===== config.mk =====
export PLATFORM = sky130hd
export DESIGN_NAME = booth_seq_multiplier
export DESIGN_NICKNAME = d
export VERILOG_FILES = /design/src/rtl/mul_pkg.sv /design/src/rtl/booth_step.sv /design/src/rtl/booth_seq_multiplier.sv
export SDC_FILE = /design/constraint.sdc
export NUM_CORES = 1
export LEC_CHECK = 0
export CORE_UTILIZATION = 37
export DETAILED_ROUTE_END_ITERATION = 6
export PLACE_DENSITY_LB_ADDON = 0.3
export SLEW_MARGIN = 20
export SYNTH_ARGS = -nofsm -noshare
export SYNTH_HDL_FRONTEND = slang
export SYNTH_HIERARCHICAL = 1
export SYNTH_SLANG_ARGS = --single-unit

===== constraint.sdc =====
create_clock -name clk -period 7.11 [get_ports clk]
set_clock_uncertainty 0.2 [all_clocks]
set_input_delay 1.422 -clock clk [delete_from_list [all_inputs] [get_ports clk]]
set_output_delay 1.422 -clock clk [all_outputs]
set_load 0.03 [all_outputs]

===== src/rtl/mul_pkg.sv =====
// Shared definitions for the sequential radix-2 Booth multiplier: recode
// constants for the P[1:0] pair, FSM states and the counter width helper.
package mul_pkg;

    localparam logic [1:0] BOOTH_NOP_LO = 2'b00;
    localparam logic [1:0] BOOTH_ADD    = 2'b01;
    localparam logic [1:0] BOOTH_SUB    = 2'b10;
    localparam logic [1:0] BOOTH_NOP_HI = 2'b11;

    typedef enum logic {
        IDLE = 1'b0,
        RUN  = 1'b1
    } state_t;

    // The counter must hold WIDTH+1, so size it for WIDTH+2 distinct values.
    function automatic int cnt_width(input int width);
        return $clog2(width + 2);
    endfunction

endpackage


===== src/rtl/booth_step.sv =====
// One combinational radix-2 Booth iteration: conditional add of A or S into P
// selected by P[1:0], followed by an arithmetic right shift by one.
module booth_step
    import mul_pkg::*;
#(
    parameter int PW = 19
) (
    input  logic [PW-1:0] p_i,
    input  logic [PW-1:0] a_i,
    input  logic [PW-1:0] s_i,
    output logic [PW-1:0] p_next_o
);

    logic [PW-1:0] sum;

    always_comb begin
        sum = p_i;
        unique case (p_i[1:0])
            BOOTH_ADD: sum = p_i + a_i;
            BOOTH_SUB: sum = p_i + s_i;
            default:   sum = p_i;
        endcase
        p_next_o = {sum[PW-1], sum[PW-1:1]};
    end

endmodule


===== src/rtl/booth_seq_multiplier.sv =====
// Sequential radix-2 Booth multiplier: one iteration per clock, start/done
// handshake, signed or unsigned operands selected per operation.
module booth_seq_multiplier
    import mul_pkg::*;
#(
    parameter int WIDTH = 8
) (
    input  logic               clk,
    input  logic               rst_n,
    input  logic               start,
    input  logic               signed_mode,
    input  logic [WIDTH-1:0]   multiplicand,
    input  logic [WIDTH-1:0]   multiplier,
    output logic               busy,
    output logic               done,
    output logic [2*WIDTH-1:0] product
);

    localparam int W1 = WIDTH + 1;
    localparam int PW = 2 * W1 + 1;
    localparam int CW = cnt_width(WIDTH);
    localparam logic [CW-1:0] LAST_ITER = CW'(W1 - 1);

    state_t               state_q, state_d;
    logic [PW-1:0]        a_q, a_d;
    logic [PW-1:0]        s_q, s_d;
    logic [PW-1:0]        p_q, p_d;
    logic [CW-1:0]        cnt_q, cnt_d;
    logic                 busy_q, busy_d;
    logic                 done_q, done_d;
    logic [2*WIDTH-1:0]   product_q, product_d;

    logic [PW-1:0]        p_step;
    logic [W1-1:0]        mc_ext;
    logic [W1-1:0]        mp_ext;
    logic [W1-1:0]        mc_neg;

    // One extra bit lets a single datapath cover both modes and keeps
    // the negation of the most-negative signed operand representable.
    always_comb begin
        mc_ext = signed_mode ? {multiplicand[WIDTH-1], multiplicand} : {1'b0, multiplicand};
        mp_ext = signed_mode ? {multiplier[WIDTH-1], multiplier} : {1'b0, multiplier};
        mc_neg = W1'(0) - mc_ext;
    end

    booth_step #(
        .PW(PW)
    ) u_step (
        .p_i      (p_q),
        .a_i      (a_q),
        .s_i      (s_q),
        .p_next_o (p_step)
    );

    always_comb begin
        state_d   = state_q;
        a_d       = a_q;
        s_d       = s_q;
        p_d       = p_q;
        cnt_d     = cnt_q;
        busy_d    = busy_q;
        done_d    = 1'b0;
        product_d = product_q;
        unique case (state_q)
            IDLE: begin
                if (start) begin
                    state_d = RUN;
                    busy_d  = 1'b1;
                    cnt_d   = '0;
                    a_d     = {mc_ext, {(W1 + 1){1'b0}}};
                    s_d     = {mc_neg, {(W1 + 1){1'b0}}};
                    p_d     = {{W1{1'b0}}, mp_ext, 1'b0};
                end
            end
            RUN: begin
                p_d   = p_step;
                cnt_d = cnt_q + CW'(1);
                if (cnt_q == LAST_ITER) begin
                    state_d   = IDLE;
                    busy_d    = 1'b0;
                    done_d    = 1'b1;
                    product_d = p_step[2*WIDTH:1];
                end
            end
            default: state_d = IDLE;
        endcase
    end

    always_ff @(posedge clk or negedge rst_n) begin
        if (!rst_n) begin
            state_q   <= IDLE;
            a_q       <= '0;
            s_q       <= '0;
            p_q       <= '0;
            cnt_q     <= '0;
            busy_q    <= 1'b0;
            done_q    <= 1'b0;
            product_q <= '0;
        end else begin
            state_q   <= state_d;
            a_q       <= a_d;
            s_q       <= s_d;
            p_q       <= p_d;
            cnt_q     <= cnt_d;
            busy_q    <= busy_d;
            done_q    <= done_d;
            product_q <= product_d;
        end
    end

    assign busy    = busy_q;
    assign done    = done_q;
    assign product = product_q;

endmodule


==> flow_summary.yaml <==
sta:
  finalMaxSlewViolations: 0
  setup_tns_ns: 0
  fin_crit_ns: 3.92
  maxSlewHeadroom: 0.341
  fmax_mhz: 255
  hold_viol: 0
  finalSetupViolCount: 0
  worstMarginPinSlew_ns: 0.989
  rsz0062_at_grt: "false"
  fin_crit_sh: 0.551
worst_setup_path:
  crit_type: "register to register"
  cp-end-kind: "register"
  crit_required_ns: 7.19
  start_kind: "register"
  rrSetupSlack_ns: 3.19
  r2r_cells: 11
  critPathMaxFanout: 19
  reg2reg_from: "p_q[1]"
  reg2reg_to: "product[14]"
  cp_data_arrival_time_ns: 4.00
global_route:
  grt_pass1_wl_um: 13400
  grt_start_max_net_pins: 60
  grt_usage: 0.165
  antenna_found_initial: 0
  grt.overflow.total: 0
  grt_pass1_vias: 2874
synthesis:
  synth_top_family_by_area: "compound AO/OA/AOI/OAI gates"
  synth_cells: 373
  synthAdderAreaFrac: 0.0758
  synth.area.mux_share: 0.143
  synth-main-ff-cell: "dfrtp_1"
  synth-xor-area-share: 0.0423
  synth_area_leaders: "dfrtp_1, mux2_2, ha_1, nand2_1, o21ai_0"
  synth_top_area_frac: 0.396
  yosysWarnings: 6
  yosys_register_bits: 59
  synth_top_area_cell: "dfrtp_1"
  synth-compound-area-share: 0.174
  synth_commonest_cells: "nand2_1, dfrtp_1, o21ai_0"
  async_reset_ff_frac: 1.00
  synthSimpleGateAreaFrac: 0.133
  syn_area_per_cell_sq_um: 10.0
  ys_seq_area_frac: 0.396
  post_synth_num_cell_types: 50
  synth-edff-count: 0
  netlist_area_sq_mm: 0.00373
  synthMostInstantiatedCell: "nand2_1"
detailed_routing:
  first_pass_iters: 4
  drtIter0Drc: 72
  vias_per_cell: 5.00
  antenna_left: 0
  routed_wl_um: 7780
  wl_per_cell_um: 13.8
  vias: 2811
  drc: 0
layout:
  fill_cells: 945
  num_antenna_cells: 0
  nets: 466
  areaGrowthSynthToFinish_pct: 19.1
  drive_gt1_frac: 0.147
cts:
  numCtsBuffers: 9
  htreeDepth: 3
  cts_tree: "built"
  post_cts_resize_count: 0
  cts.clk_slew.worst_paths_ns: 0.07
  cts_root_buf: "clkbuf_8"
  clock_path_buffers: 2
  cts_hold_buf: 0
  clk_latency_ns: 0.34
  cts_setup_buffers: 0
  cts.sinks: 59
power_and_ir_drop:
  netSwitchingFraction: 0.431
  power_per_cell_area_mw_per_mm2: 562
  design_power_total_mw: 2.50
  p_switching_mw: 1.08
  cell_internal_pwr_mw: 1.42
  p_leak_nw: 2.09
  p_seq_frac: 0.251
  combinationalPowerShare: 0.625
  clockPowerShare: 0.124
  ir_drop_uv: 235
floorplan:
  dieArea_sq_mm: 0.0105
  rows: 36
  die_h_um: 102
  dieWidth_um: 102
  core-area_sq_mm: 0.00977
  io_pins: 38
  initial_core_util: 0.382
min_path:
  hold_end: "a_q[18]"
  min_path_type: "register to register"
  hold_depth: 2
  hold_start: "a_q[18]"
placement:
  portBuffers: 37
  gp_congestion: 0.924
  dp_hpwl_um: 5350
run_status:
  status: "complete, no violations"
run:
  cap_violations: 0
-- critical path, stage by stage (launching register included) --
cell and delay, ns:
dfrtp_1 0.46, ha_1 0.85, mux2_2 0.43, ha_1 0.35, a21o_1 0.19, a21oi_1 0.12
o21ai_0 0.09, a21o_1 0.20, o21ai_0 0.27, a21oi_1 0.11, a311oi_1 0.36, mux2_2 0.22
-- metrics by stage --
stage               setup slack [ns]  instance area, sq um  std cells   util  hold WS, ns
detailed placement              3.20                  4250        546  0.435        0.263
global placement                3.25                  4250        546  0.435        0.255
finish                          3.19                  4450        562  0.455        0.279
CTS                             3.19                  4450        562  0.455        0.284
floorplan                       3.88                  3800        392      -        0.240
global route                    2.94                  4450        562  0.455        0.318
-- cell type report --
type                            count  area, sq um  share of cell area
Clock buffer                       11          141              0.0318
Clock inverter                      5         52.6              0.0118
Inverter                            8         30.0             0.00675
Multi-Input combinational cell    307         2200               0.495
Sequential cell                    59         1480               0.332
Tap cell                          133          166              0.0374
Timing Repair Buffer               39          380              0.0856
-- flip-flops by register name, summed over array words and instances, names as in the netlist --
signal / count
s_q: 9
state_q: 1
done: 1
a_q: 8
cnt_q: 4
p_q: 19
busy: 1
product: 16
-- worst max path at each step --
stage	startpoint	end	slack [ns]	cells after the start
after floorplan	p_q[0]	product[15]	3.88	13
after global placement	start	s_q[16]	3.25	4
after detailed placement	p_q[1]	product[14]	3.20	11
after CTS	p_q[1]	product[14]	3.19	11
after global routing	p_q[1]	product[14]	2.94	11
final	p_q[1]	product[14]	3.19	11
-- logic make-up after synthesis --
kind of cell    Yosys count
simple gates            106
buf+inv                  26
other cells               1
mux                      46
fa+ha+maj                22
xor+xnor                 18
compound gates           95
flops                    59
-- power by group through the flow --
stage	registers (mW)	clock network [mW]	logic, mW
2_1_floorplan	0.708	0	1.15
3_3_place_gp	0.630	0	1.53
3_5_place_dp	0.634	0	1.55
4_1_cts	0.629	0.328	1.56
5_1_grt	0.654	0.340	1.75
6_report	0.627	0.310	1.56
-- metal layers --
metal | vias up | track usage | routed length, um
li1 | 1410 | - | -
met1 | 1350 | 0.206 | 3620
met2 | 38 | 0.275 | 3790
met3 | 13 | 0.0410 | 259
met4 | 0 | 0.0615 | 115
met5 | - | 0 | 0
-- cells in the final DEF, fill, tap and decap left out, types with 2 or more instances in the layout --
cell type        Yosys  routed
o21a_1               3       3
nor2_1               7       7
nor3_1               5       5
o31ai_1              2       2
a21boi_0             2       2
nand2_1             67      67
xor2_1               9       9
clkinv_2             0       3
nand4_1              4       4
nor2b_1              4       4
nand3_1              7       7
inv_1                8       8
nand2b_1             4       4
mux2i_1             11      11
a211o_1              3       3
clkdlybuf4s50_1      0      36
mux2_4               8       8
ha_1                21      21
a31oi_1              2       2
a21oi_1             14      14
clkbuf_8             0      10
o21ai_1              2       2
dfrtp_1             59      59
a21o_1              13      13
a22o_1              12      12
buf_4                2       2
mux2_2              27      27
conb_1               1      20
nor3b_1              2       2
o21ai_0             30      30
xnor2_1              9       9
Note: power is estimated with default switching activity, not from simulation.
